**config.mk**
```make
export PLATFORM = sky130hd
export DESIGN_NAME = alarm_bank_flat
export DESIGN_NICKNAME = d
export VERILOG_FILES = /design/src/rtl/alarm_pkg.sv /design/src/rtl/alarm_bank_if.sv /design/src/rtl/alarm_ring_ctrl.sv /design/src/rtl/alarm_bank.sv /design/src/flat_wrapper.sv
export SDC_FILE = /design/constraint.sdc
export NUM_CORES = 1
export LEC_CHECK = 0
export ABC_AREA = 1
export BUFFER_PORTS_ARGS = -buffer_cell sky130_fd_sc_hd__buf_2
export CORE_AREA = 2 2 108 110
export DETAILED_ROUTE_END_ITERATION = 10
export DIE_AREA = 0 0 110 112
export GPL_TIMING_DRIVEN = 0
export PLACE_DENSITY = 0.61
export SLEW_MARGIN = 5
export SYNTH_ARGS = -nofsm -noshare
export SYNTH_HDL_FRONTEND = slang
export SYNTH_SLANG_ARGS = --single-unit
export TNS_END_PERCENT = 100
```
**constraint.sdc**
```tcl
create_clock -name clk -period 3.6 [get_ports clk]
set_clock_uncertainty 0.2 [all_clocks]
set_input_delay 0.9 -clock clk [delete_from_list [all_inputs] [get_ports clk]]
set_output_delay 0.9 -clock clk [all_outputs]
set_load 0.05 [all_outputs]
```
**src/rtl/alarm_pkg.sv**
```systemverilog
// Shared encodings and time constants for the multi-slot alarm controller.
package alarm_pkg;

    typedef enum logic [1:0] {
        IDLE  = 2'd0,
        SET_H = 2'd1,
        SET_M = 2'd2
    } set_state_t;

    typedef enum logic [1:0] {
        RIDLE   = 2'd0,
        RINGING = 2'd1,
        SNOOZE  = 2'd2
    } ring_state_t;

    localparam int HOUR_MAX    = 23;
    localparam int MIN_MAX     = 59;
    localparam int SEC_PER_MIN = 60;

    // Slot-index width; a single-slot bank still needs a 1-bit index.
    function automatic int slot_w(input int n);
        return (n > 1) ? $clog2(n) : 1;
    endfunction

endpackage

```
**src/rtl/alarm_bank_if.sv**
```systemverilog
// Button inputs and display/ring outputs of the alarm bank.
interface alarm_bank_if #(
    parameter int NUM_ALARMS = 4
);
    localparam int SW = alarm_pkg::slot_w(NUM_ALARMS);

    logic          btn_set;
    logic          btn_up;
    logic          btn_sel;
    logic          btn_en;
    logic          btn_stop;
    logic          btn_snooze;
    logic [6:0]    disp_hour;
    logic [6:0]    disp_min;
    logic          disp_pm;
    logic [SW-1:0] disp_slot;
    logic          disp_en;
    logic          blank_h;
    logic          blank_m;
    logic          setting;
    logic          ring;
    logic [SW-1:0] ring_slot;
    logic          snoozing;

    modport master (
        output btn_set, btn_up, btn_sel, btn_en, btn_stop, btn_snooze,
        input  disp_hour, disp_min, disp_pm, disp_slot, disp_en,
               blank_h, blank_m, setting, ring, ring_slot, snoozing
    );

    modport slave (
        input  btn_set, btn_up, btn_sel, btn_en, btn_stop, btn_snooze,
        output disp_hour, disp_min, disp_pm, disp_slot, disp_en,
               blank_h, blank_m, setting, ring, ring_slot, snoozing
    );

endinterface

```
**src/rtl/alarm_ring_ctrl.sv**
```systemverilog
// Ring/snooze state machine with the auto-silence timer and snooze countdown.
module alarm_ring_ctrl
    import alarm_pkg::*;
#(
    parameter int SNOOZE_MIN = 5,
    parameter int RING_SEC   = 60,
    parameter int SW         = 2
) (
    input  logic          clk,
    input  logic          rst_n,
    input  logic          match,
    input  logic [SW-1:0] match_idx,
    input  logic          tick,
    input  logic          btn_stop,
    input  logic          btn_snooze,
    output logic          ring,
    output logic          snoozing,
    output logic [SW-1:0] ring_slot
);

    localparam int SNZ_LOAD = SNOOZE_MIN * SEC_PER_MIN;
    localparam int SNZ_W    = $clog2(SNZ_LOAD + 1);
    localparam int RT_W     = $clog2(RING_SEC + 1);

    ring_state_t      st_q, st_d;
    logic [RT_W-1:0]  rtmr_q;
    logic [SNZ_W-1:0] snz_q;
    logic [SW-1:0]    slot_q;
    logic             rtmr_last, snz_last;

    function automatic logic [RT_W-1:0] ring_dec(input logic [RT_W-1:0] v);
        return (v == '0) ? v : v - 1'b1;
    endfunction

    function automatic logic [SNZ_W-1:0] snz_dec(input logic [SNZ_W-1:0] v);
        return (v == '0) ? v : v - 1'b1;
    endfunction

    // A tick with the counter at 1 (or already 0) is the one that reaches 0.
    assign rtmr_last = (rtmr_q <= RT_W'(1));
    assign snz_last  = (snz_q <= SNZ_W'(1));

    always_ff @(posedge clk or negedge rst_n) begin
        if (!rst_n) st_q <= RIDLE;
        else        st_q <= st_d;
    end

    always_comb begin
        st_d = st_q;
        case (st_q)
            RIDLE:   if (match) st_d = RINGING;
            RINGING: begin
                if (btn_stop)               st_d = RIDLE;
                else if (btn_snooze)        st_d = SNOOZE;
                else if (tick && rtmr_last) st_d = RIDLE;
            end
            SNOOZE: begin
                if (btn_stop)              st_d = RIDLE;
                else if (tick && snz_last) st_d = RINGING;
            end
            default: st_d = RIDLE;
        endcase
    end

    always_ff @(posedge clk or negedge rst_n) begin
        if (!rst_n) begin
            rtmr_q <= '0;
            snz_q  <= '0;
            slot_q <= '0;
        end else begin
            if (st_q == RIDLE && match)
                slot_q <= match_idx;
            // Reload covers both a fresh match and snooze expiry.
            if (st_d == RINGING && st_q != RINGING)
                rtmr_q <= RT_W'(RING_SEC);
            else if (st_q == RINGING && tick)
                rtmr_q <= ring_dec(rtmr_q);
            if (st_q == RINGING && st_d == SNOOZE)
                snz_q <= SNZ_W'(SNZ_LOAD);
            else if (st_q == SNOOZE && tick)
                snz_q <= snz_dec(snz_q);
        end
    end

    always_comb begin
        ring      = (st_q == RINGING);
        snoozing  = (st_q == SNOOZE);
        ring_slot = slot_q;
    end

endmodule

```
**src/rtl/alarm_bank.sv**
```systemverilog
// Multi-slot alarm controller: slot register file, set-mode FSM with blink
// phase, wall-time match, and the ring/snooze controller.
module alarm_bank
    import alarm_pkg::*;
#(
    parameter int NUM_ALARMS = 4,
    parameter int SNOOZE_MIN = 5,
    parameter int RING_SEC   = 60
) (
    input  logic       clk,
    input  logic       rst_n,
    input  logic       tick,
    input  logic [6:0] cur_hour,
    input  logic [6:0] cur_min,
    input  logic [6:0] cur_sec,
    alarm_bank_if.slave bus
);

    localparam int SW = slot_w(NUM_ALARMS);
    localparam logic [SW-1:0] SEL_LAST = SW'(NUM_ALARMS - 1);

    logic [4:0]            hour_q [NUM_ALARMS];
    logic [5:0]            min_q  [NUM_ALARMS];
    logic [NUM_ALARMS-1:0] en_q;
    logic [SW-1:0]         sel_q;
    set_state_t            set_q, set_d;
    logic                  phase_q;

    logic                  enter_set, up_ok;
    logic                  hit, match;
    logic [SW-1:0]         hit_idx;
    logic                  setting_c, blank_h_c, blank_m_c;

    // btn_set has priority over btn_up in the same cycle.
    assign enter_set = bus.btn_set && (set_q != SET_M);
    assign up_ok     = bus.btn_up && !bus.btn_set;

    always_ff @(posedge clk or negedge rst_n) begin
        if (!rst_n) set_q <= IDLE;
        else        set_q <= set_d;
    end

    always_comb begin
        set_d = set_q;
        if (bus.btn_set) begin
            case (set_q)
                IDLE:    set_d = SET_H;
                SET_H:   set_d = SET_M;
                default: set_d = IDLE;
            endcase
        end
    end

    always_comb begin
        setting_c = (set_q != IDLE);
        blank_h_c = (set_q == SET_H) && phase_q;
        blank_m_c = (set_q == SET_M) && phase_q;
    end

    always_ff @(posedge clk or negedge rst_n) begin
        if (!rst_n) begin
            for (int i = 0; i < NUM_ALARMS; i++) begin
                hour_q[i] <= '0;
                min_q[i]  <= '0;
            end
            en_q    <= '0;
            sel_q   <= '0;
            phase_q <= 1'b0;
        end else begin
            if (up_ok && set_q == SET_H)
                hour_q[sel_q] <= (hour_q[sel_q] == 5'(HOUR_MAX)) ? 5'd0 : hour_q[sel_q] + 5'd1;
            if (up_ok && set_q == SET_M)
                min_q[sel_q] <= (min_q[sel_q] == 6'(MIN_MAX)) ? 6'd0 : min_q[sel_q] + 6'd1;
            if (set_q == IDLE) begin
                if (bus.btn_en)
                    en_q[sel_q] <= ~en_q[sel_q];
                if (bus.btn_sel)
                    sel_q <= (sel_q == SEL_LAST) ? '0 : sel_q + 1'b1;
            end
            if (enter_set)
                phase_q <= 1'b0;
            else if (tick)
                phase_q <= ~phase_q;
        end
    end

    // Descending scan so the lowest matching index is the one left standing.
    always_comb begin
        hit     = 1'b0;
        hit_idx = '0;
        for (int i = NUM_ALARMS - 1; i >= 0; i--) begin
            if (en_q[i] && {2'b00, hour_q[i]} == cur_hour && {1'b0, min_q[i]} == cur_min) begin
                hit     = 1'b1;
                hit_idx = SW'(i);
            end
        end
        match = hit && tick && (cur_sec == 7'd0);
    end

    alarm_ring_ctrl #(
        .SNOOZE_MIN (SNOOZE_MIN),
        .RING_SEC   (RING_SEC),
        .SW         (SW)
    ) u_ring (
        .clk        (clk),
        .rst_n      (rst_n),
        .match      (match),
        .match_idx  (hit_idx),
        .tick       (tick),
        .btn_stop   (bus.btn_stop),
        .btn_snooze (bus.btn_snooze),
        .ring       (bus.ring),
        .snoozing   (bus.snoozing),
        .ring_slot  (bus.ring_slot)
    );

    assign bus.disp_hour = {2'b00, hour_q[sel_q]};
    assign bus.disp_min  = {1'b0, min_q[sel_q]};
    assign bus.disp_pm   = (hour_q[sel_q] > 5'd11);
    assign bus.disp_slot = sel_q;
    assign bus.disp_en   = en_q[sel_q];
    assign bus.blank_h   = blank_h_c;
    assign bus.blank_m   = blank_m_c;
    assign bus.setting   = setting_c;

endmodule

```
**src/flat_wrapper.sv**
```systemverilog
// flat-port wrapper written by rule: the top's interface ports become plain ports
module alarm_bank_flat import alarm_pkg::*;
#(
    parameter int NUM_ALARMS = 4,
    parameter int SNOOZE_MIN = 5,
    parameter int RING_SEC   = 60
)
  (clk, rst_n, tick, cur_hour, cur_min, cur_sec, bus_btn_set, bus_btn_up, bus_btn_sel, bus_btn_en, bus_btn_stop, bus_btn_snooze, bus_disp_hour, bus_disp_min, bus_disp_pm, bus_disp_slot, bus_disp_en, bus_blank_h, bus_blank_m, bus_setting, bus_ring, bus_ring_slot, bus_snoozing);
  alarm_bank_if #(.NUM_ALARMS(NUM_ALARMS)) bus_i ();
  input  logic clk;
  input  logic rst_n;
  input  logic tick;
  input  logic [6:0] cur_hour;
  input  logic [6:0] cur_min;
  input  logic [6:0] cur_sec;
  input wire logic [$bits(bus_i.btn_set)-1:0] bus_btn_set;
  input wire logic [$bits(bus_i.btn_up)-1:0] bus_btn_up;
  input wire logic [$bits(bus_i.btn_sel)-1:0] bus_btn_sel;
  input wire logic [$bits(bus_i.btn_en)-1:0] bus_btn_en;
  input wire logic [$bits(bus_i.btn_stop)-1:0] bus_btn_stop;
  input wire logic [$bits(bus_i.btn_snooze)-1:0] bus_btn_snooze;
  output wire logic [$bits(bus_i.disp_hour)-1:0] bus_disp_hour;
  output wire logic [$bits(bus_i.disp_min)-1:0] bus_disp_min;
  output wire logic [$bits(bus_i.disp_pm)-1:0] bus_disp_pm;
  output wire logic [$bits(bus_i.disp_slot)-1:0] bus_disp_slot;
  output wire logic [$bits(bus_i.disp_en)-1:0] bus_disp_en;
  output wire logic [$bits(bus_i.blank_h)-1:0] bus_blank_h;
  output wire logic [$bits(bus_i.blank_m)-1:0] bus_blank_m;
  output wire logic [$bits(bus_i.setting)-1:0] bus_setting;
  output wire logic [$bits(bus_i.ring)-1:0] bus_ring;
  output wire logic [$bits(bus_i.ring_slot)-1:0] bus_ring_slot;
  output wire logic [$bits(bus_i.snoozing)-1:0] bus_snoozing;
  assign bus_i.btn_set = bus_btn_set;
  assign bus_i.btn_up = bus_btn_up;
  assign bus_i.btn_sel = bus_btn_sel;
  assign bus_i.btn_en = bus_btn_en;
  assign bus_i.btn_stop = bus_btn_stop;
  assign bus_i.btn_snooze = bus_btn_snooze;
  assign bus_disp_hour = bus_i.disp_hour;
  assign bus_disp_min = bus_i.disp_min;
  assign bus_disp_pm = bus_i.disp_pm;
  assign bus_disp_slot = bus_i.disp_slot;
  assign bus_disp_en = bus_i.disp_en;
  assign bus_blank_h = bus_i.blank_h;
  assign bus_blank_m = bus_i.blank_m;
  assign bus_setting = bus_i.setting;
  assign bus_ring = bus_i.ring;
  assign bus_ring_slot = bus_i.ring_slot;
  assign bus_snoozing = bus_i.snoozing;
  alarm_bank #(.NUM_ALARMS(NUM_ALARMS), .SNOOZE_MIN(SNOOZE_MIN), .RING_SEC(RING_SEC)) u_core (.clk(clk), .rst_n(rst_n), .tick(tick), .cur_hour(cur_hour), .cur_min(cur_min), .cur_sec(cur_sec), .bus(bus_i));
endmodule
```
==> results.md, run 1 <==
* Status: finished, final reports clean
* Slew HR at 48.8%
* Hpwl dp at 9400 um
* Power per cell area at 918 nW/um^2
* Maximum number of pins on one net before global-route repair at 64
* Logic pwr share at 54.5%
* Critical Path AT at about 2300 ps
* Post-synth ARST share at 100%
* Post-synth EDFFs at 0
* First-pass GRT wire length at about 21000 um
* FMAX at just under 300 MHz
* Yosys cell types at 40
* Switching share of power at roughly 49%
* Worst-skew pair later-pin latency at between 300 and 400 ps
* Mean Syn Cell Area at 7.33 um^2
* Final hold violation count at 0
* NumNets Final at 772
* Share of cells above drive strength 1 at 18.9%
* Clk buf depth at 2
* Postcts setup bufs at 0
* Unrepaired setup endpoints after global routing: no
* Setup TNS Final at 0 ps
* Post_cts resized at 0
* Main synth FF type: dfrtp_1
* Initial antenna violation count at 0
* Total number of vias at 4375
* Critical Path RT at 2500 ps
* Die height at 112 um
* Total of max-cap violations at 0
* Drt drc at 0
* Total chip power at 5.24 mW
* Fillcell total at between 1000 and 1500
* Post-Syn Area at roughly 4900 um^2
* Max rail drop VDD at 0.762 mV
* Vias in the first global route at 4175
* Die Wd at 110 um
* P_sw at 2.58 mW
* Total grt overflow at 0
* Yosys reg bits at 72
* Port Buffers at 48
* Syn Inst Count at ~670
* N_diodes at 0
* CTS buffer count at 9
* Drt first-iter violations at between 200 and 250
* Yosys warnings at 0
* Clock group share of total power at 20.1%
* Cell Int Power at 2.67 mW
* Die Area at 12300 um^2
* All-Layer GR Usage at 22.3%
* Sequential area share after synthesis at 36.7%
* Clock root buffer master: clkbuf_16
* Crit share post-route at 95.6%
* I/O pin count at 55
* Gpl congestion at 0.865
* Starting Density at 43.9%
* Slew Limit Fails at 0
* Leak at around 2.9 nW
* H-tree depth at 3
* Post-layout min period at 3440 ps
* CP Class: reg -> out
* Final ANT Viol Nets at 0
* Final Setup Violations at 0
* Cts hold-fix bufs at 0
* CP startpoint kind: flip-flop
* FP Rows at 39
* Routed Wire Length at 12700 um
* Area growth syn-to-layout at 16.5%
* Largest stage delay, worst path at 430 ps
* Core area at about 11000 um^2
* TritonCTS Sinks at 72
* Worst-margin pin slew at around 770 ps
* Sequential Power Share at 25.4%
* TritonCTS clock tree: built
* Wirelength per Cell at 14.4 um
* Crit-path slowest cell: dfrtp_1
* Vias per inst at 4.98
* Min-delay worst type: in -> async
* First drt pass iteration count at 6
* Worst path cell trace: buf_6, inv_6, buf_6, nand3_2, nand2_2, inv_1, ha_1, inv_1, nand3_1, o211ai_1, clkbuf_4
* Worst setup EP type: output port
* Max FO, Critical Path at 11
* Clock-pin slew on the worst setup and hold paths at 60 ps
* Post-layout util at 51.1%
[cells in the mapped netlist, types with 3 or more instances]
cell type | count | area, um^2
nand2_1 | 222 | 833
inv_1 | 89 | 334
dfrtp_1 | 72 | 1800
nor2_1 | 50 | 188
nand3_1 | 36 | 180
o21ai_0 | 32 | 160
xnor2_1 | 25 | 219
nand2_2 | 22 | 138
o21ai_1 | 12 | 60.1
a21oi_1 | 11 | 55.1
ha_1 | 11 | 138
xor2_1 | 10 | 87.6
o21ai_2 | 9 | 78.8
nand3_2 | 7 | 70.1
o31ai_1 | 6 | 45.0
inv_2 | 5 | 18.8
nor3_1 | 5 | 25.0
buf_6 | 4 | 45.0
nand4_1 | 4 | 25.0
nor2_4 | 4 | 45.0
o211ai_1 | 4 | 30.0
buf_4 | 3 | 22.5
nand2_4 | 3 | 33.8
[routing by layer]
layer	vias to the layer above	routed length (um)	track usage, %
met2	85	5890	34.4
met4	0	253	9.11
li1	2197	-	-
met5	-	0	0
met1	2078	5960	30.7
met3	15	554	3.75
[cells in the final DEF, fill, tap and decap left out, types with 3 or more instances in the layout]
| cell | n |
|---|---|
| xnor2_1 | 25 |
| nand2_2 | 22 |
| inv_1 | 89 |
| clkbuf_16 | 9 |
| bufinv_16 | 3 |
| buf_2 | 47 |
| xor2_1 | 10 |
| nor2_1 | 50 |
| nand3_2 | 7 |
| buf_6 | 4 |
| inv_2 | 5 |
| nor2_4 | 4 |
| nand2_1 | 222 |
| o21ai_0 | 32 |
| nand4_1 | 4 |
| nand2_4 | 3 |
| o31ai_1 | 6 |
| ha_1 | 11 |
| nand3_1 | 36 |
| conb_1 | 3 |
| o211ai_1 | 4 |
| dfrtp_1 | 71 |
| o21ai_2 | 9 |
| o21ai_1 | 12 |
| buf_4 | 4 |
| a21oi_1 | 11 |
| nor3_1 | 5 |
[cell families after synthesis]
family / after synthesis / share of synthesized area (%)
compound gates: 78 / 10.1
xor+xnor: 37 / 6.91
fa+ha+maj: 11 / 2.81
buf+inv: 109 / 10.3
flops: 72 / 36.7
other cells: 1 / 0.0765
simple gates: 361 / 33.0
[flip-flops by register name (all words and copies together) (netlist names)]
register                 cells
u_core.u_ring.rtmr_q         6
u_core.en_q                  4
u_core.u_ring.st_q           2
u_core.u_ring.ring_slot      2
u_core.set_q                 2
u_core.hour_q               20
u_core.bus.disp_slot         2
u_core.phase_q               1
u_core.u_ring.snz_q          9
u_core.min_q                24
[power groups by stage]
stage | registers (mW) | logic, mW | clock network, mW
6_report | 1.33 | 2.86 | 1.05
5_1_grt | 1.36 | 3.12 | 1.11
4_1_cts | 1.32 | 2.86 | 1.08
3_5_place_dp | 1.33 | 2.85 | 0
3_3_place_gp | 1.32 | 2.80 | 0
2_1_floorplan | 1.31 | 2.20 | 0
[path summary, 6_finish.rpt]
| check | startpoint | endpoint | slack (ps) | cells after the start |
|---|---|---|---|---|
| setup / recovery | u_core.bus.disp_slot[1] | bus_disp_pm | 160 | 11 |
| hold / removal | rst_n | u_core.u_ring.snz_q[3] | 190 | 1 |
| setup reg to reg | u_core.bus.disp_slot[1] | u_core.min_q[12] | 1060 | 9 |
| hold reg to reg | u_core.u_ring.ring_slot[0] | u_core.u_ring.ring_slot[0] | 320 | 2 |
| max in group asynchronous | rst_n | u_core.bus.disp_slot[0] | 2450 | 2 |
| min in group clk | u_core.u_ring.ring_slot[0] | u_core.u_ring.ring_slot[0] | 320 | 2 |
[layout make-up]
class / count / area (um^2) / area share, %
buffer: 13 / 133 / 2.32
sequential: 72 / 1800 / 31.6
timing repair buffer: 49 / 273 / 4.78
multi-input combinational: 490 / 2610 / 45.6
tap: 143 / 179 / 3.13
clock buffer: 11 / 243 / 4.25
inverter: 96 / 373 / 6.53
clock inverter: 5 / 104 / 1.82
[metrics by stage]
step | setup slack (ps) | instance area (um^2) | std cells | hold WS [ps]
CTS | 119 | 5710 | 879 | 186
detailed placement | 500 | 5360 | 863 | 299
floorplan | 96.9 | 4910 | 671 | 274
finish | 159 | 5710 | 879 | 187
global placement | 548 | 5330 | 862 | 293
global route | 3.35 | 5710 | 879 | 194
[worst max-delay path, delay by kind of cell (launching register included)]
family                     cells  cell delay [ps]
AOI/OAI and AO/OA              1              100
adders and majority gates      1              220
buffers and inverters          6              910
DFF                            1              430
and+or+nand+nor                3              330
No activity file was read; power rests on OpenSTA's default activity.
==> run 2: changes to the inputs <==
Settings changed: MAX_ROUTING_LAYER set to met4, PLACE_DENSITY 0.61 to 0.63.
Clock period 3.6 ns to 2.8 ns, I/O delays scaled along.
==> run 2 against run 1 <==
- clock power up 19%
- combinational power up 49%
- critical endpoint unchanged
- the flow now finishes with violations (negative setup slack)
- power up 38%
- global-route usage up 1.7 points
- critical path depth unchanged
- sequential power up 29%
- worst hold slack worse by 140 ps
- highest routed layer unchanged
- setup slack worse by 210 ps
==> results.md, run 2 (synthesis results as in run 1) <==
* Status: complete, but fails checks
* Failing checks: negative setup slack
* First-pass GRT wire length at 21900 um
* Fin area at 6000 um^2
* GRT met1 Usage at 31.6%
* Clock root buffer master: clkbuf_16
* Drt first-iter violations at ~240
* Leak at around 3.0 nW
* Maximum number of pins on one net before global-route repair at 55
* Leading cell types in the layout, fill and taps excluded: nand2_1, inv_1, dfrtp_1
* I/O pin count at 55
* Dpl ws at -116 ps
* Min-delay worst type: in -> async
* Post-layout min period at between 2000 and 3000 ps
* Max rail drop VDD at 0.894 mV
* First drt pass iteration count at 4
* Unrepaired setup endpoints after global routing: yes
* Top reg by flops: u_core.min_q
* Clk buf depth at 2
* Final ANT Viol Nets at 0
* Max reg flops at 24
* Placement Cell Area at around 5400 um^2
* Initial antenna violation count at 0
* Share of cells above drive strength 1 at 23.5%
* Worst-skew pair later-pin latency at 340 ps
* TritonCTS Sinks at roughly 70
* Port Buffers at 48
* Clock-pin slew on the worst setup and hold paths at 60 ps
* Vias in the first global route at 4419
* CP startpoint kind: flip-flop
* Critical Path AT at 1960 ps
* FMAX at approximately 350 MHz
* Max FO, Critical Path at 6
* TritonCTS clock tree: built
* Critical Path RT at 1900 ps
* Die Area at approximately 12000 um^2
* NumNets Final at roughly 800
* Grt met2 use at 37.1%
* Fillcell total at 1085
* Slew HR at roughly 50%
* Core area at 11200 um^2
* Hpwl dp at 9610 um
* Worst setup EP type: output port
* Drt drc at 0
* Cts hold-fix bufs at 0
* Commonest non-fill, non-tap cell in the layout: nand2_1
* CTS buffer count at 9
* Total of max-cap violations at 0
* GR peak layer: met2
* Gpl congestion at just under 0.9
* FP Rows at 39
* Slew Limit Fails at 0
* Top Registers: u_core.min_q (24), u_core.hour_q (20), u_core.u_ring.snz_q (9)
* Routed Wire Length at 13000 um
* Final hold violation count at 0
* Starting Density at 43.9%
* Die height at 112 um
* Setup ws final at -55.6 ps
* Worst-margin pin slew at ~750 ps
* Wirelength per Cell at 14.4 um
* Die Wd at 110 um
* Global routing met3 resource utilization at 4.10%
* N_diodes at 0
* H-tree depth at 3
* Total grt overflow at 0
* Area growth syn-to-layout at 22.2%
* Area of the multi-input gates at about 2700 um^2
* CP Class: reg -> out
* Power per cell area at about 1200 nW/um^2
* Seq. cell area at 1800 um^2
* Vias per inst at 4.87
* Total number of vias at 4400
* All-Layer GR Usage at a little under a quarter
* Final Setup Violations at 1
* Crit share post-route at 102%
run 2: cell count changes in the layout (fill, tap and decap cells not counted), moves of 3 or more:
| cell | before | now |
|---|---|---|
| buf_2 | 47 | 43 |
| nand2_2 | 22 | 27 |
| nand3_2 | 7 | 10 |
| inv_1 | 89 | 86 |
| buf_8 | 2 | 5 |
| nand3_1 | 36 | 33 |
| nand2_1 | 222 | 216 |
| buf_4 | 4 | 29 |
run 2: worst paths after layout:
kind                                       startpoint                    endpoint  slack (ps)  depth (start not counted)
setup reg to reg              u_core.bus.disp_slot[0]            u_core.min_q[10]         220                         13
max in group asynchronous                       rst_n     u_core.bus.disp_slot[1]        1780                          2
hold reg to reg            u_core.u_ring.ring_slot[0]  u_core.u_ring.ring_slot[0]         320                          2
hold / removal                                  rst_n            u_core.min_q[22]          50                          1
min in group clk           u_core.u_ring.ring_slot[0]  u_core.u_ring.ring_slot[0]         320                          2
setup / recovery              u_core.bus.disp_slot[0]                 bus_disp_pm         -60                         11
run 2: layer usage:
layer / wire length (um) / part of all wire (%) / vias up
li1: - / - / 2251
met1: 5610 / 43 / 2024
met2: 6390 / 49 / 99
met3: 734 / 5.6 / 26
met4: 303 / 2.3 / 0
met5: 0 / 0 / -
run 2: where the power goes:
group | total, mW | leakage, nW | internal (mW) | switching [mW]
registers | 1.72 | 0.913 | 1.38 | 0.340
logic | 4.27 | 1.98 | 1.58 | 2.69
clock network | 1.25 | 0.152 | 0.803 | 0.449
total | 7.24 | 3.04 | 3.76 | 3.48
run 2: final cells by class:
class	count	area share [%]
Clock inverter	5	1.34
Multi-Input combinational cell	490	44.3
Buffer	13	2.63
Clock buffer	11	4.05
Sequential cell	72	30.1
Inverter	96	6.34
Tap cell	143	2.98
Timing Repair Buffer	74	8.22
run 2: through the flow:
stage	total power, mW	hold WS, ps	util [%]	instances	setup TNS (ps)
2_1_floorplan	4.53	204	-	671	-492
3_3_place_gp	5.31	291	47.8	862	-45.2
3_5_place_dp	5.40	298	48.1	863	-116
4_1_cts	7.11	50.6	53.1	899	-43.0
5_1_grt	7.74	63.3	53.7	904	-123
6_report	7.24	46.3	53.7	904	-55.6
run 2: worst max-delay path, cell delays in order (launching register included):
cell      delay [ps]
dfrtp_2          410
buf_8            150
buf_8            130
nand2_2           50
nand3_2           90
nand2_4          100
inv_2             50
ha_4             170
inv_4             50
nand3_2           70
o211ai_1         110
buf_4            230
run 2: repair_timing:
item | in CTS | in global routing
endpoints found under the setup margin | 3 | 5
buffers inserted | 20 | 5
resized for setup | 27 | 8
endpoints found under the hold margin | 0 | 0
pin swaps | 10 | 7
==> run 3: changes to the inputs <==
Settings changed: CORE_AREA 2 2 108 110 to 2 2 89 112, DIE_AREA 0 0 110 112 to 0 0 91 114, PLACE_DENSITY 0.63 to 0.74.
==> run 3 against run 2 <==
- the flow now finishes without violations
- final area hardly changed
- clock-buffer cell count increased by 2
- maximum frequency increased by 2.2%
- critical path depth is 1 lower
- global-route usage grew 3.4 points
- clock power is 6% lower
- worst hold slack worse by 19 ps
- sequential cell count unchanged
- sequential power is essentially flat
- die area down 16%
- critical path type unchanged
==> results.md, run 3 (synthesis results as in run 1) <==
* Max rail drop VDD at 1.23 mV
* Switching share of power at 48.7%
* Total grt overflow at 0
* Crit share post-route at 99.7%
* Status: finished, final reports clean
* Critical Path AT at roughly 1900 ps
* Commonest non-fill, non-tap cell in the layout: nand2_1
* Core area at 9410 um^2
* Top reg by flops: u_core.min_q
* N_diodes at 0
* Clk buf depth at 2
* Placement Cell Area at 5350 um^2
* Unrepaired setup endpoints after global routing: yes
* Vias in the first global route at 4543
* Clock root buffer master: clkbuf_16
* TritonCTS Sinks at between 70 and 80
* First drt pass iteration count at 5
* First-pass GRT wire length at around 22000 um
* Min-delay worst type: in -> async
* Post-layout min period at 2790 ps
* Clock group share of total power at 16.2%
* Sequential Power Share at about 24%
* Max FO, Critical Path at 6
* Worst-margin pin slew at ~620 ps
* Cts hold-fix bufs at 0
* Fin area at 6000 um^2
* Critical Path RT at 1900 ps
* Leak at 3.07 nW
* Max reg flops at 24
* Port Buffers at 48
* TritonCTS clock tree: built
* Setup TNS Final at 0 ps
* Drt first-iter violations at 307
* Slew HR at 58.2%
* Share of cells above drive strength 1 at a little under a quarter
* All-Layer GR Usage at ~27%
* Final ANT Viol Nets at 0
* Maximum number of pins on one net before global-route repair at 59
* NumNets Final at 800
* Final Setup Violations at 0
* Slew Limit Fails at 0
* Top Registers: u_core.min_q (24), u_core.hour_q (20), u_core.u_ring.snz_q (9)
* FP Rows at 40
* Starting Density at between 50% and 60%
* Initial antenna violation count at 0
* Hpwl dp at 9190 um
* CP Class: reg -> out
* CP startpoint kind: flip-flop
* Total of max-cap violations at 0
* Cell Int Power at 3.72 mW
* H-tree depth at 3
* CTS buffer count at 9
* Drt drc at 0
* Area growth syn-to-layout at 22.3%
* Die height at 114 um
* FMAX at 358 MHz
* Total chip power at 7.25 mW
* Leading cell types in the layout, fill and taps excluded: nand2_1, inv_1, dfrtp_1
* Worst-skew pair later-pin latency at between 300 and 400 ps
* I/O pin count at 55
* Worst setup EP type: output port
* Routed Wire Length at 13100 um
* Wirelength per Cell at between 10 and 15 um
* R2r setup slk at 310 ps
* Gpl congestion at 0.939
* Clock-pin slew on the worst setup and hold paths at 50 ps
* Die Wd at 91 um
* Vias per inst at 5.14
* Die Area at 10400 um^2
* Power per cell area at 1210 nW/um^2
* Logic pwr share at 59.6%
* P_sw at 3.53 mW
* Total number of vias at between 4000 and 5000
* Final hold violation count at 0
==> run 3: critical path: stages (launching register included) <==
cell and delay [ps]:
dfrtp_2 480, buf_8 170, nand2_2 70, nand3_4 80, nand2_4 100, inv_4 40, ha_4 160, inv_4 50
nand3_2 60, o211ai_1 100, buf_4 230
==> run 3: what timing repair did <==
action	4_1_cts	5_1_grt
gates resized for setup	32	12
endpoints found under the hold margin	0	0
endpoints found under the setup margin	3	6
setup buffers	24	5
pin swaps	11	8
==> run 3: stage by stage <==
step / cells / setup WS [ps] / utilization, % / hold WS [ps]
after floorplan: 671 / -492 / - / 204
after global placement: 845 / -53.5 / 56.5 / 292
after detailed placement: 846 / -118 / 56.8 / 296
after CTS: 886 / -30.8 / 63.1 / 32.7
after global routing: 890 / -85.0 / 63.7 / 37.7
final: 890 / 7.05 / 63.7 / 27.1
==> run 3: layer usage <==
layer / routed length (um) / GRT usage (%) / share of wire, % / vias to the layer above
met2: 6560 / 45.5 / 50 / 176
met3: 716 / 4.49 / 5.5 / 39
met1: 5310 / 31.9 / 41 / 2101
li1: - / - / - / 2261
met5: 0 / - / 0 / -
met4: 478 / 13.8 / 3.7 / 0
==> run 3: final cells by class <==
type / instances / area (um^2)
sequential: 72 / 1800
clock buffer: 13 / 260
inverter: 96 / 383
multi-input combinational: 490 / 2700
buffer: 12 / 143
timing repair buffer: 78 / 514
tap: 126 / 158
fill: 858 / 3410
clock inverter: 3 / 40.0
==> run 3: power groups by stage <==
stage / sequential (mW) / combinational (mW) / clock [mW]
after global routing: 1.79 / 4.67 / 1.23
after floorplan: 1.69 / 2.84 / 0
after CTS: 1.71 / 4.16 / 1.18
after global placement: 1.71 / 3.56 / 0
after detailed placement: 1.72 / 3.64 / 0
final: 1.75 / 4.32 / 1.17
==> run 3: final timing paths <==
| path | startpoint | end | cells after the start |
|---|---|---|---|
| max | u_core.bus.disp_slot[0] | bus_disp_pm | 10 |
| min | rst_n | u_core.set_q[0] | 1 |
| max reg2reg | u_core.bus.disp_slot[1] | u_core.min_q[16] | 13 |
| min reg2reg | u_core.u_ring.rtmr_q[4] | u_core.u_ring.rtmr_q[4] | 2 |
| max in group asynchronous | rst_n | u_core.u_ring.snz_q[6] | 2 |
| min in group clk | u_core.u_ring.rtmr_q[4] | u_core.u_ring.rtmr_q[4] | 2 |
